[src/rtl/cache_pkg.sv]
// cache_pkg: shared state encoding and block geometry for the
// cache miss fill controller.
package cache_pkg;

    typedef enum logic {
        IDLE = 1'b0,
        FILL = 1'b1
    } fill_state_e;

    localparam int WORDS_PER_BLOCK   = 8;
    localparam int BLOCK_OFFSET_BITS = 4;
    localparam int MEM_LATENCY       = 4;

    localparam logic [15:0] BLOCK_MASK =
        ~16'((1 << BLOCK_OFFSET_BITS) - 1);

    localparam logic [3:0] CNT_MAX = 4'(WORDS_PER_BLOCK);

endpackage

[src/rtl/fill_counter.sv]
// fill_counter: 4-bit counter that saturates at one full block,
// with synchronous clear and count enable.
module fill_counter
    import cache_pkg::*;
(
    input  logic       clk,
    input  logic       rst,
    input  logic       clr,
    input  logic       en,
    output logic [3:0] count
);

    logic [3:0] count_q;
    logic [3:0] count_d;

    always_comb begin
        count_d = count_q;
        if (clr) begin
            count_d = '0;
        end else if (en && count_q < CNT_MAX) begin
            count_d = count_q + 4'd1;
        end
    end

    always_ff @(posedge clk or posedge rst) begin
        if (rst) begin
            count_q <= '0;
        end else begin
            count_q <= count_d;
        end
    end

    assign count = count_q;

endmodule

[src/rtl/cache_fill_fsm.sv]
// cache_fill_fsm: stalls the CPU on a miss, streams one 8-word block
// from pipelined memory into the data array, then writes the tag.
module cache_fill_fsm
    import cache_pkg::*;
(
    input  logic        clk,
    input  logic        rst,
    input  logic        miss_detected,
    input  logic [15:0] miss_address,
    output logic        fsm_busy,
    output logic        memory_read_en,
    output logic [15:0] memory_address,
    input  logic [15:0] memory_data,
    input  logic        memory_data_valid,
    output logic        write_data_array,
    output logic        write_tag_array,
    output logic [2:0]  word_offset,
    output logic [15:0] fill_data,
    output logic [15:0] base_addr
);

    fill_state_e state_q;
    fill_state_e state_d;
    logic [15:0] base_addr_q;
    logic [15:0] base_addr_d;

    logic [3:0] issue_cnt;
    logic [3:0] recv_cnt;
    logic       in_fill;
    logic       start;
    logic       issue_en;
    logic       recv_en;
    logic       last_word;

    assign in_fill   = (state_q == FILL);
    assign start     = (state_q == IDLE) && miss_detected;
    assign issue_en  = in_fill && (issue_cnt < CNT_MAX);
    assign recv_en   = in_fill && memory_data_valid;
    assign last_word = recv_en && (recv_cnt == CNT_MAX - 4'd1);

    fill_counter u_issue_cnt (
        .clk   (clk),
        .rst   (rst),
        .clr   (start),
        .en    (in_fill),
        .count (issue_cnt)
    );

    fill_counter u_recv_cnt (
        .clk   (clk),
        .rst   (rst),
        .clr   (start),
        .en    (recv_en),
        .count (recv_cnt)
    );

    always_comb begin
        state_d     = state_q;
        base_addr_d = base_addr_q;
        if (start) begin
            state_d     = FILL;
            base_addr_d = miss_address & BLOCK_MASK;
        end else if (last_word) begin
            state_d = IDLE;
        end
    end

    always_ff @(posedge clk or posedge rst) begin
        if (rst) begin
            state_q     <= IDLE;
            base_addr_q <= '0;
        end else begin
            state_q     <= state_d;
            base_addr_q <= base_addr_d;
        end
    end

    // Busy is combinational so the CPU stalls in the miss cycle itself.
    assign fsm_busy = in_fill || (start && !rst);

    assign memory_read_en   = issue_en;
    assign memory_address   = base_addr_q | {11'b0, issue_cnt[2:0], 1'b0};
    assign write_data_array = recv_en;
    assign write_tag_array  = last_word;
    assign word_offset      = recv_en ? recv_cnt[2:0] : 3'd0;
    assign fill_data        = memory_data;
    assign base_addr        = base_addr_q;

endmodule

[config.mk]
export PLATFORM = sky130hd
export DESIGN_NAME = cache_fill_fsm
export DESIGN_NICKNAME = d
export VERILOG_FILES = /design/src/rtl/cache_pkg.sv /design/src/rtl/fill_counter.sv /design/src/rtl/cache_fill_fsm.sv
export SDC_FILE = /design/constraint.sdc
export NUM_CORES = 1
export LEC_CHECK = 0
export CAP_MARGIN = 30
export CORE_MARGIN = 4
export CORE_UTILIZATION = 37
export CTS_CLUSTER_DIAMETER = 40
export DETAILED_ROUTE_END_ITERATION = 7
export HOLD_SLACK_MARGIN = 0.02
export PLACE_DENSITY_LB_ADDON = 0.05
export SLEW_MARGIN = 20
export SYNTH_ARGS = -nofsm -noshare
export SYNTH_HDL_FRONTEND = slang
export SYNTH_SLANG_ARGS = --single-unit
[constraint.sdc]
create_clock -name clk -period 2.64 [get_ports clk]
set_input_delay 0.528 -clock clk [delete_from_list [all_inputs] [get_ports clk]]
set_output_delay 0.528 -clock clk [all_outputs]
set_load 0.01 [all_outputs]
# == After elaboration in Yosys (flattened, before gate mapping) ==
# Index checks and enable logic that the tools add are counted.
# classes
order_cmp,2
eq_ne,1
muxes,7
n_bitwise,2
add_sub_neg,2
n_reduce_logical,11
# op_table
op,count
$mux 4,4
$or 16x4->16,1
$add 4x1->4 const B,2
$lt 4x4->1 const B,2
$logic_and 1x1->1,6
$reduce_bool 2->1,3
$eq 4x3->1 const B,1
$mux 3,1
$mux 1,2
$logic_not 1->1,1
$logic_or 1x1->1,1
$not 1->1,1
# totals
reg_bits,21
elab_cells,29
output_inout_bits,55
in_bits,36

# == Depth between registers and ports, before layout ==
# logic_depth
word_depth,4
ltp_mapped,4
ltp_nobuf,4

# == By module ==
# Synthesis repeated with hierarchy kept, for this count alone.
# hier_totals
hier_cells,104
area_unflattened_um2,1221.2
# modules_own_cells
module,seq_area_each_um2,n_inst,cells_per_inst,area_each_um2
cache_fill_fsm,325.3,1,72,843.3
fill_counter,100.1,2,16,188.9

# == Least setup slack after synthesis ==
# Ideal clock, no wire load.
# synth_path
kind,input to output
from,input rst
to,output fsm_busy
required_time_ns,2.112
setup_slack_ns,0.891
arrival_ns,1.221
n_path_buf,0
stages,2
path_cell_list,inv_1 > a21o_1
# synth_between
elab_chain_cells,3
# synth_rtl
element,line_no,rtl
from (decl),cache_fill_fsm.sv:7,"input logic rst,"
$logic_not 1->1 (no source line),--,
$logic_and 1x1->1,cache_fill_fsm.sv:79,assign fsm_busy = in_fill || (start && !rst);
$logic_or 1x1->1,cache_fill_fsm.sv:79,
to (decl),cache_fill_fsm.sv:10,"output logic fsm_busy,"
# Every way passes these cells.

# == Worst setup path after layout ==
# layout_path
from,input memory_data_valid
to,output write_tag_array
# layout_between
elab_chain_cells,2
# layout_rtl
element,line_no,rtl
from (decl),cache_fill_fsm.sv:14,"input logic memory_data_valid,"
$logic_and 1x1->1,cache_fill_fsm.sv:38,assign recv_en = in_fill && memory_data_valid;
$logic_and 1x1->1,cache_fill_fsm.sv:39,assign last_word = recv_en && (recv_cnt == CNT_MAX - 4'd1);
to (decl),cache_fill_fsm.sv:16,"output logic write_tag_array,"
# Every way passes these cells.

==> impl_metrics.csv <==
group,metric,value,unit
outcome,run_status,"complete, no violations",
timing,skew,4.87,ps
timing,setup_tns,0,ps
floorplan,start_util,0.395,
setup_path,crit_required,2110,ps
worst_hold_path,hold_path_class,"reg -> reg",
setup_path,cp_max_fo,8,
final_layout,drive_gt1_frac,0.160,
grt,grt_max_degree,22,
route,drt_wl_total,2.32,mm
route,drcViolationCount,0,
floorplan,ios,91,
floorplan,dieArea,0.00430,mm^2
timing,timing.final.ws_setup,174,ps
power,powerDensity,1140,mW/mm^2
final_layout,fin_nets,170,
logic_synthesis,syn_area,0.00123,mm^2
placed_design,numPortBuffers,49,
grt,grt_usage,0.121,
worst_hold_path,min_path_cells,1,
timing,hold_viol,0,
logic_synthesis,ys_types,25,
timing,slew_violations,0,
clocking,path_clk_slew,120,ps
floorplan,die_y,65.6,um
clocking,clockBufferDepth,2,
timing,setup_viol_count_final,0,
route,wire_per_inst,13.2,um
route,dr.pass1.iters,3,
clocking,cts_buffers,3,
grt,grt_first_pass_wirelength,4.00,mm
logic_synthesis,yosysTopAreaCellShare,0.429,
power,p_leak,0.674,nW
floorplan,core,0.00310,mm^2
logic_synthesis,synthCells,110,
run,maxCapViolCount,0,
logic_synthesis,synth_async_sr_flop_share,1.00,
logic_synthesis,synth_area_leaders,"dfrtp_1 (43%), buf_4 (22%), mux2_2 (7.3%)",
logic_synthesis,synth_seq_cells,21,
clocking,cts_tree,"built",
logic_synthesis,yosys_warnings,0,
setup_path,critPathCaptureType,"output port",
timing,period_share,0.934,
grt,antenna_found_initial,0,
setup_path,critPathKind,"in -> out",
logic_synthesis,ys_seq_area_frac,0.429,
route,vias,783,
logic_synthesis,yosysTopAreaCell,"dfrtp_1",
timing,grt_setup_unrepaired,"false",
floorplan,num_rows,20,
setup_path,rr_worst_depth,3,
final_layout,synthToLayoutAreaGrowth,25.4,%
clocking,cts_resized,0,
grt,grt_pass1_vias,865,
route,ant_nets,0,
clocking,clock_latency,310,ps
clocking,hold_buffers,0,
setup_path,startpoint_type,"input port",
placed_design,dp_slack,193,ps
clocking,root_buffer,"clkbuf_4",
logic_synthesis,ys.flop_type,"dfrtp_1",
clocking,htree_levels,1,
clocking,clock_sinks,21,
clocking,post_cts_buffers,0,
timing,finalHoldWorstSlack,543,ps
route,via_per_inst,4.47,
setup_path,critPathArrivalTime,1940,ps
power,power,1.76,mW
timing,fmax,0.406,GHz
placed_design,routabilityCongestion,0.797,
floorplan,die_w,65.6,um
placed_design,hpwl,1.76,mm
logic_synthesis,yosysMostFrequentCell,"buf_4",
logic_synthesis,syn_area_per_cell,11.1,um^2
timing,period_needed,2470,ps
power,peakVddDrop,0.519,mV
route,drtIter0Drc,10,
logic_synthesis,synth_edf_count,0,
logic_synthesis,yosys-top-cells-count,"buf_4 (36), dfrtp_1 (21), mux2_2 (8)",
final_layout,diodes,0,
grt,grt_overflow,0,
final timing paths:
path / from / to / slack, ps
hold / removal: base_addr[8]$_DFFE_PP0P_ / base_addr[8]$_DFFE_PP0P_ / 540
hold reg to reg: base_addr[8]$_DFFE_PP0P_ / base_addr[8]$_DFFE_PP0P_ / 540
min in group asynchronous: rst / u_issue_cnt.count[3]$_DFFE_PP0P_ / 650
setup reg to reg: in_fill$_DFFE_PP0P_ / base_addr[12]$_DFFE_PP0P_ / 1250
max in group asynchronous: rst / base_addr[12]$_DFFE_PP0P_ / 1780
setup / recovery: memory_data_valid / write_tag_array / 170
where the power goes:
part	switching, mW	internal (mW)	total (mW)
Combinational	0.350	0.626	0.976
Clock	0.104	0.0566	0.160
Sequential	0.143	0.479	0.621
area by class of cell:
type	instances	area, um^2
multi-input cells	51	405
flip-flops and latches	21	526
clock inverters	1	5.00
clock buffers	3	22.5
inverters	3	11.3
fillers	311	1570
well taps	44	55.1
repair buffers	52	513
metrics by stage:
step	instance area (um^2)	utilization	cells
after floorplan	1240	-	114
after global placement	1510	0.487	171
after detailed placement	1510	0.487	171
after CTS	1540	0.496	175
after global routing	1540	0.496	175
final	1540	0.496	175
layout by cell type, fill, tap and decap left out:
cell and instances:
a21o_1 2, conb_1 5, mux2_2 8, clkdlybuf4s50_1 49, nand2b_1 1, ha_1 2, or3_1 1, clkinv_2 1
nand4b_1 2, clkbuf_4 3, mux2_4 5, xor2_1 2, nand2_1 2, mux2i_1 1, nand3b_1 1, a41oi_1 2
nor2_1 6, buf_4 3, nor2b_1 2, nor2b_2 1, and3_1 3, dfrtp_1 21, a22o_1 1, inv_1 3
o21ai_0 2, a21oi_1 2
metal layers:
layer | GRT usage | part of all wire
met5 | 0 | 0
met4 | 0.0544 | 0.028
met3 | 0.0444 | 0.079
met2 | 0.198 | 0.48
met1 | 0.141 | 0.41
kinds of logic (layout without fill, tap and decap cells):
group	after synthesis	after routing	synth area share
AO/OA/AOI/OAI	9	9	0.0500
XOR/XNOR	2	2	0.0143
adder cells (fa/ha/maj)	2	2	0.0204
buffers and inverters	42	59	0.255
flip-flops	21	21	0.429
multiplexers	14	14	0.143
other	1	5	0.00306
AND/OR/NAND/NOR	19	19	0.0857
sequential cells by signal (all words and copies together) (netlist names):
register,flops
in_fill,1
base_addr,12
u_issue_cnt.count,4
u_recv_cnt.count,4
critical path, cell delays in order:
cell	delay, ps
clkdlybuf4s50_1	590
nand4b_1	160
nor2_1	120
clkdlybuf4s50_1	540
No activity file was read; power rests on OpenSTA's default activity.
